===== src/rtl/muldiv_sequencer.sv =====
// Multi-cycle MULT/MULTU/DIV/DIVU/MTHI/MTLO sequencer owning the HI/LO register pair.
// Fixed-latency multiply, 32-step restoring divide; stalls the pipeline while busy.
module muldiv_sequencer #(
    parameter int unsigned MUL_LATENCY = 4
) (
    input  logic        clk,
    input  logic        reset,
    input  logic        start,
    input  logic [2:0]  op,
    input  logic [31:0] op1,
    input  logic [31:0] op2,
    input  logic        read_hi,
    input  logic        read_lo,
    output logic [31:0] hi_out,
    output logic [31:0] lo_out,
    output logic        busy,
    output logic        stall,
    output logic        done
);

    localparam int unsigned DW = 32;
    localparam int unsigned CW = 5;

    localparam logic [2:0] OP_MULT  = 3'd0;
    localparam logic [2:0] OP_MULTU = 3'd1;
    localparam logic [2:0] OP_DIV   = 3'd2;
    localparam logic [2:0] OP_DIVU  = 3'd3;
    localparam logic [2:0] OP_MTHI  = 3'd4;
    localparam logic [2:0] OP_MTLO  = 3'd5;

    typedef enum logic [1:0] {
        IDLE     = 2'd0,
        MUL_WAIT = 2'd1,
        DIV_ITER = 2'd2,
        DIV_FIX  = 2'd3
    } state_t;

    state_t state, state_n;

    logic [CW-1:0]   cnt;
    logic [DW-1:0]   a_reg;      // original op1 (mul operand, dividend sign / div-by-zero HI)
    logic [DW-1:0]   b_reg;      // op2 for mul, divisor magnitude for div
    logic            is_signed;
    logic            sgn_b;
    logic [DW:0]     rem;
    logic [DW-1:0]   quo;

    logic acc_mul, acc_div, wr_mthi, wr_mtlo, mul_wr, div_wr, div_step, cnt_dec;

    // State register
    always_ff @(posedge clk) begin
        if (reset) state <= IDLE;
        else       state <= state_n;
    end

    // Next-state and control decode
    always_comb begin
        state_n  = state;
        acc_mul  = 1'b0;
        acc_div  = 1'b0;
        wr_mthi  = 1'b0;
        wr_mtlo  = 1'b0;
        mul_wr   = 1'b0;
        div_wr   = 1'b0;
        div_step = 1'b0;
        cnt_dec  = 1'b0;
        case (state)
            IDLE: begin
                if (start) begin
                    case (op)
                        OP_MULT, OP_MULTU: begin
                            acc_mul = 1'b1;
                            state_n = MUL_WAIT;
                        end
                        OP_DIV, OP_DIVU: begin
                            acc_div = 1'b1;
                            state_n = DIV_ITER;
                        end
                        OP_MTHI: wr_mthi = 1'b1;
                        OP_MTLO: wr_mtlo = 1'b1;
                        default: ;
                    endcase
                end
            end
            MUL_WAIT: begin
                if (cnt == '0) begin
                    mul_wr  = 1'b1;
                    state_n = IDLE;
                end else begin
                    cnt_dec = 1'b1;
                end
            end
            DIV_ITER: begin
                div_step = 1'b1;
                if (cnt == '0) state_n = DIV_FIX;
                else           cnt_dec = 1'b1;
            end
            DIV_FIX: begin
                div_wr  = 1'b1;
                state_n = IDLE;
            end
            default: state_n = IDLE;
        endcase
    end

    // Datapath: operand sign handling, product, restoring step, sign fix-up
    logic            op1_neg, op2_neg;
    logic [DW-1:0]   op1_mag, op2_mag;
    logic [2*DW-1:0] product;
    logic [DW+1:0]   shifted;
    logic            ge;
    logic [DW:0]     rem_next;
    logic [DW-1:0]   quo_fix, rem_fix, div_lo, div_hi;
    logic            q_neg, r_neg, div0;

    always_comb begin
        op1_neg  = (op == OP_DIV) && op1[DW-1];
        op2_neg  = (op == OP_DIV) && op2[DW-1];
        op1_mag  = op1_neg ? DW'(-op1) : op1;
        op2_mag  = op2_neg ? DW'(-op2) : op2;
        product  = {{DW{a_reg[DW-1] & is_signed}}, a_reg} *
                   {{DW{b_reg[DW-1] & is_signed}}, b_reg};
        shifted  = {rem, quo[DW-1]};
        ge       = shifted >= {2'b00, b_reg};
        rem_next = ge ? (DW+1)'(shifted - {2'b00, b_reg}) : (DW+1)'(shifted);
        q_neg    = is_signed & (a_reg[DW-1] ^ sgn_b);
        r_neg    = is_signed & a_reg[DW-1];
        quo_fix  = q_neg ? DW'(-quo) : quo;
        rem_fix  = r_neg ? DW'(-rem[DW-1:0]) : rem[DW-1:0];
        div0     = (b_reg == '0);
        div_lo   = div0 ? '1 : quo_fix;
        div_hi   = div0 ? a_reg : rem_fix;
    end

    always_ff @(posedge clk) begin
        if (reset) begin
            cnt       <= '0;
            a_reg     <= '0;
            b_reg     <= '0;
            is_signed <= 1'b0;
            sgn_b     <= 1'b0;
            rem       <= '0;
            quo       <= '0;
            hi_out    <= '0;
            lo_out    <= '0;
            done      <= 1'b0;
        end else begin
            done <= mul_wr | div_wr;
            if (cnt_dec) cnt <= cnt - CW'(1);
            if (acc_mul) begin
                a_reg     <= op1;
                b_reg     <= op2;
                is_signed <= (op == OP_MULT);
                cnt       <= CW'(MUL_LATENCY - 1);
            end
            if (acc_div) begin
                a_reg     <= op1;
                b_reg     <= op2_mag;
                is_signed <= (op == OP_DIV);
                sgn_b     <= op2[DW-1];
                rem       <= '0;
                quo       <= op1_mag;
                cnt       <= CW'(31);
            end
            if (div_step) begin
                rem <= rem_next;
                quo <= {quo[DW-2:0], ge};
            end
            if (wr_mthi) hi_out <= op1;
            if (wr_mtlo) lo_out <= op1;
            if (mul_wr) begin
                hi_out <= product[2*DW-1:DW];
                lo_out <= product[DW-1:0];
            end
            if (div_wr) begin
                hi_out <= div_hi;
                lo_out <= div_lo;
            end
        end
    end

    assign busy  = (state != IDLE);
    assign stall = busy & (start | read_hi | read_lo);

endmodule


===== config.mk =====
export PLATFORM = sky130hd
export DESIGN_NAME = muldiv_sequencer
export DESIGN_NICKNAME = d
export VERILOG_FILES = /design/src/rtl/muldiv_sequencer.sv
export SDC_FILE = /design/constraint.sdc
export NUM_CORES = 2
export LEC_CHECK = 0
export ABC_AREA = 1
export BUFFER_PORTS_ARGS = -buffer_cell sky130_fd_sc_hd__buf_4
export CORE_AREA = 8 8 404 406
export CTS_BUF_LIST = sky130_fd_sc_hd__clkbuf_8
export CTS_CLUSTER_DIAMETER = 60
export CTS_CLUSTER_SIZE = 40
export DETAILED_ROUTE_END_ITERATION = 16
export DIE_AREA = 0 0 412 414
export HOLD_SLACK_MARGIN = 0.15
export PLACE_DENSITY = 0.55
export SLEW_MARGIN = 15
export SYNTH_ARGS = -nofsm -noshare
export SYNTH_HDL_FRONTEND = slang
export SYNTH_SLANG_ARGS = --single-unit

===== constraint.sdc =====
create_clock -name clk -period 14 [get_ports clk]
set_clock_uncertainty 0.15 [all_clocks]
set_input_delay 1.4 -clock clk [delete_from_list [all_inputs] [get_ports clk]]
set_output_delay 1.4 -clock clk [all_outputs]
set_load 0.02 [all_outputs]

; After elaboration in Yosys (flattened, before gate mapping)
; Index checks and enable logic that the tools add are counted.
[totals]
ff_bits = 203
inputBits = 72
out_inout_bits = 67
word_cells = 104
[classes]
n_addsub = 6
mul = 1
n_lt_le_gt_ge = 1
eq_ne = 12
muxes = 49
bitwise = 8
reduce_logical = 16
[op_table]
columns = op, count
row1 = $mux W32, 18
row2 = $neg A32 Y32, 4
row3 = $mux W33, 3
row4 = $mul A33 B33 Y64, 1
row5 = $ge A34 B32 Y1, 1
row6 = $sub A33 B32 Y33, 1
row7 = $logic_not A32 Y1, 1
row8 = $mux W1, 20
row9 = $mux W5, 3
row10 = $reduce_bool A3 Y1, 3
row11 = $pmux W2 S4, 1
row12 = $eq A3 B2 Y1 const B, 2
row13 = $eq A3 B3 Y1 const B, 2
row14 = $mux W2, 3
row15 = $ne A2 B2 Y1 const B, 3
row16 = $reduce_bool A2 Y1, 3
row17 = $reduce_or A2 Y1, 3
row18 = $logic_not A5 Y1, 1
row19 = $sub A5 B1 Y5 const B, 1
row20 = $and A1 B1 Y1, 4
row21 = $eq A2 B2 Y1 const B, 2
row22 = $pmux W2 S2, 1
row23 = $reduce_and A4 Y1, 1
row24 = $eq A3 B1 Y1 const B, 1
row25 = 7 further kinds, 10

; Longest topological paths before layout
[depth]
ltp_word = 7
depth_mapped = 37
depth_no_buf = 35

; Worst setup path before layout
; Ideal clock, no wire load.
[synth_path]
path_type = flip-flop to flip-flop
start = register a_reg[31]
end = register hi_out[31]
setup_time_ns = 0.119
t_arrival_ns = 7.855
required_ns = 13.731
path_slack_ns = 5.876
path_stages_with_launch = 33
n_path_buf = 4
synth_period_minus_slack_ns = 8.124
path_cell_list = dfxtp_1 > buf_2 > nand2_1 > clkbuf_1 > buf_1 > clkbuf_1 > nor2_1 > fa_1 > inv_1 > fa_1 > inv_1 > fa_1 > inv_1 > fa_1 > fa_1 > fa_1 > inv_1 > fa_1 > inv_1 > fa_1 > inv_1 > ha_1 > inv_1 > nor3_1 > nand2_1 > nor4_1 > nand2_1 > nand3_1 > nand2_1 > nand3_1 > nand2_1 > nand2_1 > a21oi_1
[synth_via]
elab_chain_len = 4
word_cells_on_any_way = 6
classes_between = mul (1) / mux (4) / bitwise (1)
[synth_lines]
columns = element, line
row1 = from (decl), 41  ; logic [DW-1:0] a_reg;
row2 = from (signal assigned), 151  ; a_reg <= op1;
row3 = from (signal assigned), 157  ; a_reg <= op1;
row4 = $and A1 B1 Y1, "121, 127"
row5 = $mul A33 B33 Y64 / $mux W32 (equally long branches), "121, 129"
row6 = "$mux W32, on equally long branches", "171, 132"
row7 = $mux W32 (*), 175  ; if (div_wr) begin
row8 = to (signal assigned), 169  ; if (wr_mthi) hi_out <= op1;
row9 = to (signal assigned), 172  ; hi_out <= product[2*DW-1:DW];
row10 = to (signal assigned), 176  ; hi_out <= div_hi;
row11 = to (decl), 14  ; output logic [31:0] hi_out,
; Mark *: on every way between the ends. The rest lies on a longest branch, timed or not.
; A chain may end at the register's enable or synchronous reset.

; Final worst setup path
[layout_path]
start = register b_reg[3]
end = register hi_out[9]
[layout_via]
elab_chain_len = 3
word_cells_on_any_way = 5
classes_between = mul (1) / mux (3) / reduce/logical (1)
[layout_lines]
columns = element, line
row1 = from (decl), 42  ; logic [DW-1:0] b_reg;
row2 = from (signal assigned), 152  ; b_reg <= op2;
row3 = from (signal assigned), 158  ; b_reg <= op2_mag;
row4 = $mul A33 B33 Y64 / $logic_not A32 Y1 (equally long branches), "121, 130"
row5 = "$mux W32, on equally long branches", "171, 132"
row6 = $mux W32 (*), 175
; Marks and branches as above.

==> impl_results.md <==
- Outcome: completed
- Row Count: 146
- Root Driver: clkbuf_8
- Comb pwr share: 79.1%
- Worst-Skew Late Latency: 0.65 ns
- Post-synthesis simple-gate area fraction: 20.6%
- Post-synth EDFFs: 0
- Area share of xor/xnor cells in the synthesized design: 1.64%
- DRC viols: 0
- Crit-path most repeated cell: fa_1
- Compound-Gate Fraction of Synth Area: 7.49%
- Final worst path period need: 9.29 ns
- Hold path endpoint: rem[32]
- Global-route wire length before repair: 305000 um
- Synth area leader: fa_1
- Total clock sinks: 203
- Starting density of the core: 34.7%
- Register share of total power: 13.8%
- HP Start: rem[32]
- Fmax achieved: 108 MHz
- Post-synthesis adder-cell area fraction: 47.1%
- Relative slew slack: 22.8%
- Ys flop type: dfxtp_1
- Maximum vdd drop: 0.268 mV
- Crit Path Max Fanout: 34
- Period Utilization, post-route: 66.3%
- Sequential share of the synthesized area: 7.45%
- Final Hold Fails: 0
- Internal Power: 2400 uW
- Die H: 414 um
- Post-synth cell types: 53
- CP top delay family: adder cells
- Filler cells: 16900
- Total die area: 171000 sq um
- Gr usage total: 23.1%
- Initial antenna violation count: 5
- Largest net degree at the start of global routing: 96
- Async SR Flop Fraction: 0%
- Clock-pin transition on the worst setup and hold timing paths: 0.17 ns
- CTS tree: done
- Clock share of power: 7.1%
- # setup viols final: 0
- Nets: 8812
- Gr ovfl total: 0
- Post-CTS Setup Repair Bufs: 0
- Worst Path Buf+Inv: 7
- Post-cts resize count: 0
- Slowest-stage cell, CP: dfxtp_2
- Worst-Margin Slew: 1.16 ns
- Worst reg-to-reg path cell count: 26
- Gpl congestion: 0.973
- Syn nets: 8938
- Detail Route Antenna Nets: 0
- Synth top area share: 41.3%
- Number of global-route vias before repair: 50600
- RSZ-0062 raised after global routing: no
- Fin. max-slew vios: 0
- Kind of critical path: reg -> reg
- Ports: 139
- P&R area growth vs syn: 6.02%
- Hold Path Class: reg -> reg
- R2r setup slk: 4.71 ns
- Post-layout util: 36.8%
- Top reg by flops: rem
- H-tree depth: 1
- Maximum clock path buffer count: 3
- Initial DRC Count: 3942
- Pwr per Cell Area: 108 nW/um^2
- Reg-to-Reg End: hi_out[9]
- Sw power: 3830 uW
- Overall Power: 6230 uW
- WP data required: 14.45 ns
- Startpoint types: flop
- Total area of sequential cells: 4070 sq um
- Yosys warning count: 0
- CP endpoint kind: flop
- Routed wire length: 198000 um
- Hold Path Cell Cnt: 2
- Share of post-route cells with drive strength above 1: 4.61%
- Mux contribution to synthesized area: 0%
- Post-DP HPWL: 163000 um
- Seq cells post-synth: 203
- Mean Syn Cell Area: 7.29 sq um
- Mapped Cells: 7486
- Pre-antenna DRT Iters: 6
- Setup_tns: 0 ns
- Reg2reg start: b_reg[3]
- P_leak: 0.0310 uW
- Sw Share: 61.4%
- Synth Cell Area: 54600 sq um
- Number of flip-flops in the largest register: 33
- Hold slack: 0.327 ns
- Max Cap Violations: 0
- Via count: 47700
- Worst Path Arrival: 9.73 ns
- Largest family of logic cells by synthesized area: adder cells
- Top cells by area, synth: fa_1 (41%), nand2_1 (14%), inv_1 (13%)
- I/O Buffers: 138
- Hold-fix buffers, CTS: 0
- Core ar.: 157000 sq um
- Max stage delay on crit path: 1.01 ns
- Die W: 412 um
- Vias/cell: 5.04
- Drt wl/cell: 20.9 um
- Multi-input logic area: 42000 sq um
- Total CTS buffers: 19
-- tightest hold or removal path, delay by kind of cell, from the launching register on --
kind | cells | cell delay, ns
AO/OA/AOI/OAI | 1 | 0.06
AND/OR/NAND/NOR | 1 | 0.06
flip-flops | 1 | 0.33
-- stage by stage --
step,instance area (sq um),cells,setup slack [ns]
after floorplan,54600,7486,5.88
after global placement,57400,9411,4.90
after detailed placement,57400,9411,4.81
after CTS,57800,9445,4.73
after global routing,57800,9446,4.29
final,57800,9447,4.71
-- placed cells by master (no fill, tap or decap), drive strengths merged, types with 3 or more instances in the layout --
| master | instances |
|---|---|
| nand2 | 1974 |
| inv | 1891 |
| fa | 1126 |
| nor2 | 363 |
| a21oi | 356 |
| o21ai | 317 |
| nand3 | 279 |
| ha | 254 |
| buf | 227 |
| dfxtp | 203 |
| xor2 | 67 |
| nand4 | 54 |
| nor3 | 48 |
| xnor2 | 35 |
| a31oi | 32 |
| o211ai | 23 |
| clkbuf | 19 |
| or2 | 18 |
| nor4 | 16 |
| nand3b | 15 |
| o21bai | 15 |
| clkinv | 9 |
| o22ai | 8 |
| a21boi | 4 |
| o21a | 4 |
| o31ai | 3 |
| a21o | 3 |
-- cells by family after synthesis --
family / count (synthesis)
xor+xnor: 102
compound gates: 770
simple gates: 2771
flops: 203
buf+inv: 2260
fa+ha+maj: 1380
-- layout make-up --
| cell class | instances | share of cell area, % |
|---|---|---|
| diodes | 2 | 0.00865 |
| clock buffers | 19 | 0.452 |
| clock inverters | 15 | 0.296 |
| inverters | 1886 | 12.2 |
| multi-input cells | 5023 | 72.5 |
| flip-flops and latches | 203 | 7.03 |
| well taps | 2072 | 4.48 |
| repair buffers | 227 | 2.95 |
-- synthesized netlist by cell type, types with 15 or more instances --
library cell / number
nand4_1: 53
nand2_1: 1969
xnor2_1: 35
o211ai_1: 23
inv_1: 1862
o21ai_1: 42
nor2_1: 358
dfxtp_1: 203
o21ai_0: 271
nor3_1: 36
inv_2: 21
a21oi_1: 354
nand3b_1: 15
ha_1: 254
xor2_1: 67
clkbuf_1: 320
nand3_1: 276
nor4_1: 16
fa_1: 1126
o21bai_1: 15
buf_2: 32
a31oi_1: 32
-- how the worst max path moves through the flow --
stage	start	end	slack, ns	cells past startpoint
floorplan	a_reg[31]	hi_out[31]	5.88	32
global placement	is_signed	hi_out[29]	4.90	30
detailed placement	b_reg[3]	hi_out[24]	4.81	26
CTS	b_reg[3]	hi_out[24]	4.73	26
global route	b_reg[3]	hi_out[26]	4.29	25
finish	b_reg[3]	hi_out[9]	4.71	26
-- power by group through the flow --
| stage | logic [uW] | clock network, uW | registers, uW |
|---|---|---|---|
| floorplan | 3090 | 0 | 883 |
| global placement | 4910 | 0 | 864 |
| detailed placement | 4900 | 0 | 864 |
| CTS | 4950 | 455 | 853 |
| global route | 5450 | 468 | 871 |
| finish | 4930 | 441 | 860 |
-- layer usage --
metal,up-vias,GRT usage (%),wire length [um]
met4,0,7.76,8160
met2,1582,40.1,95500
met3,347,2.28,11400
met5,-,0,0
met1,24100,30.0,82700
li1,21600,-,-
Note: power is estimated with default switching activity, not from simulation.
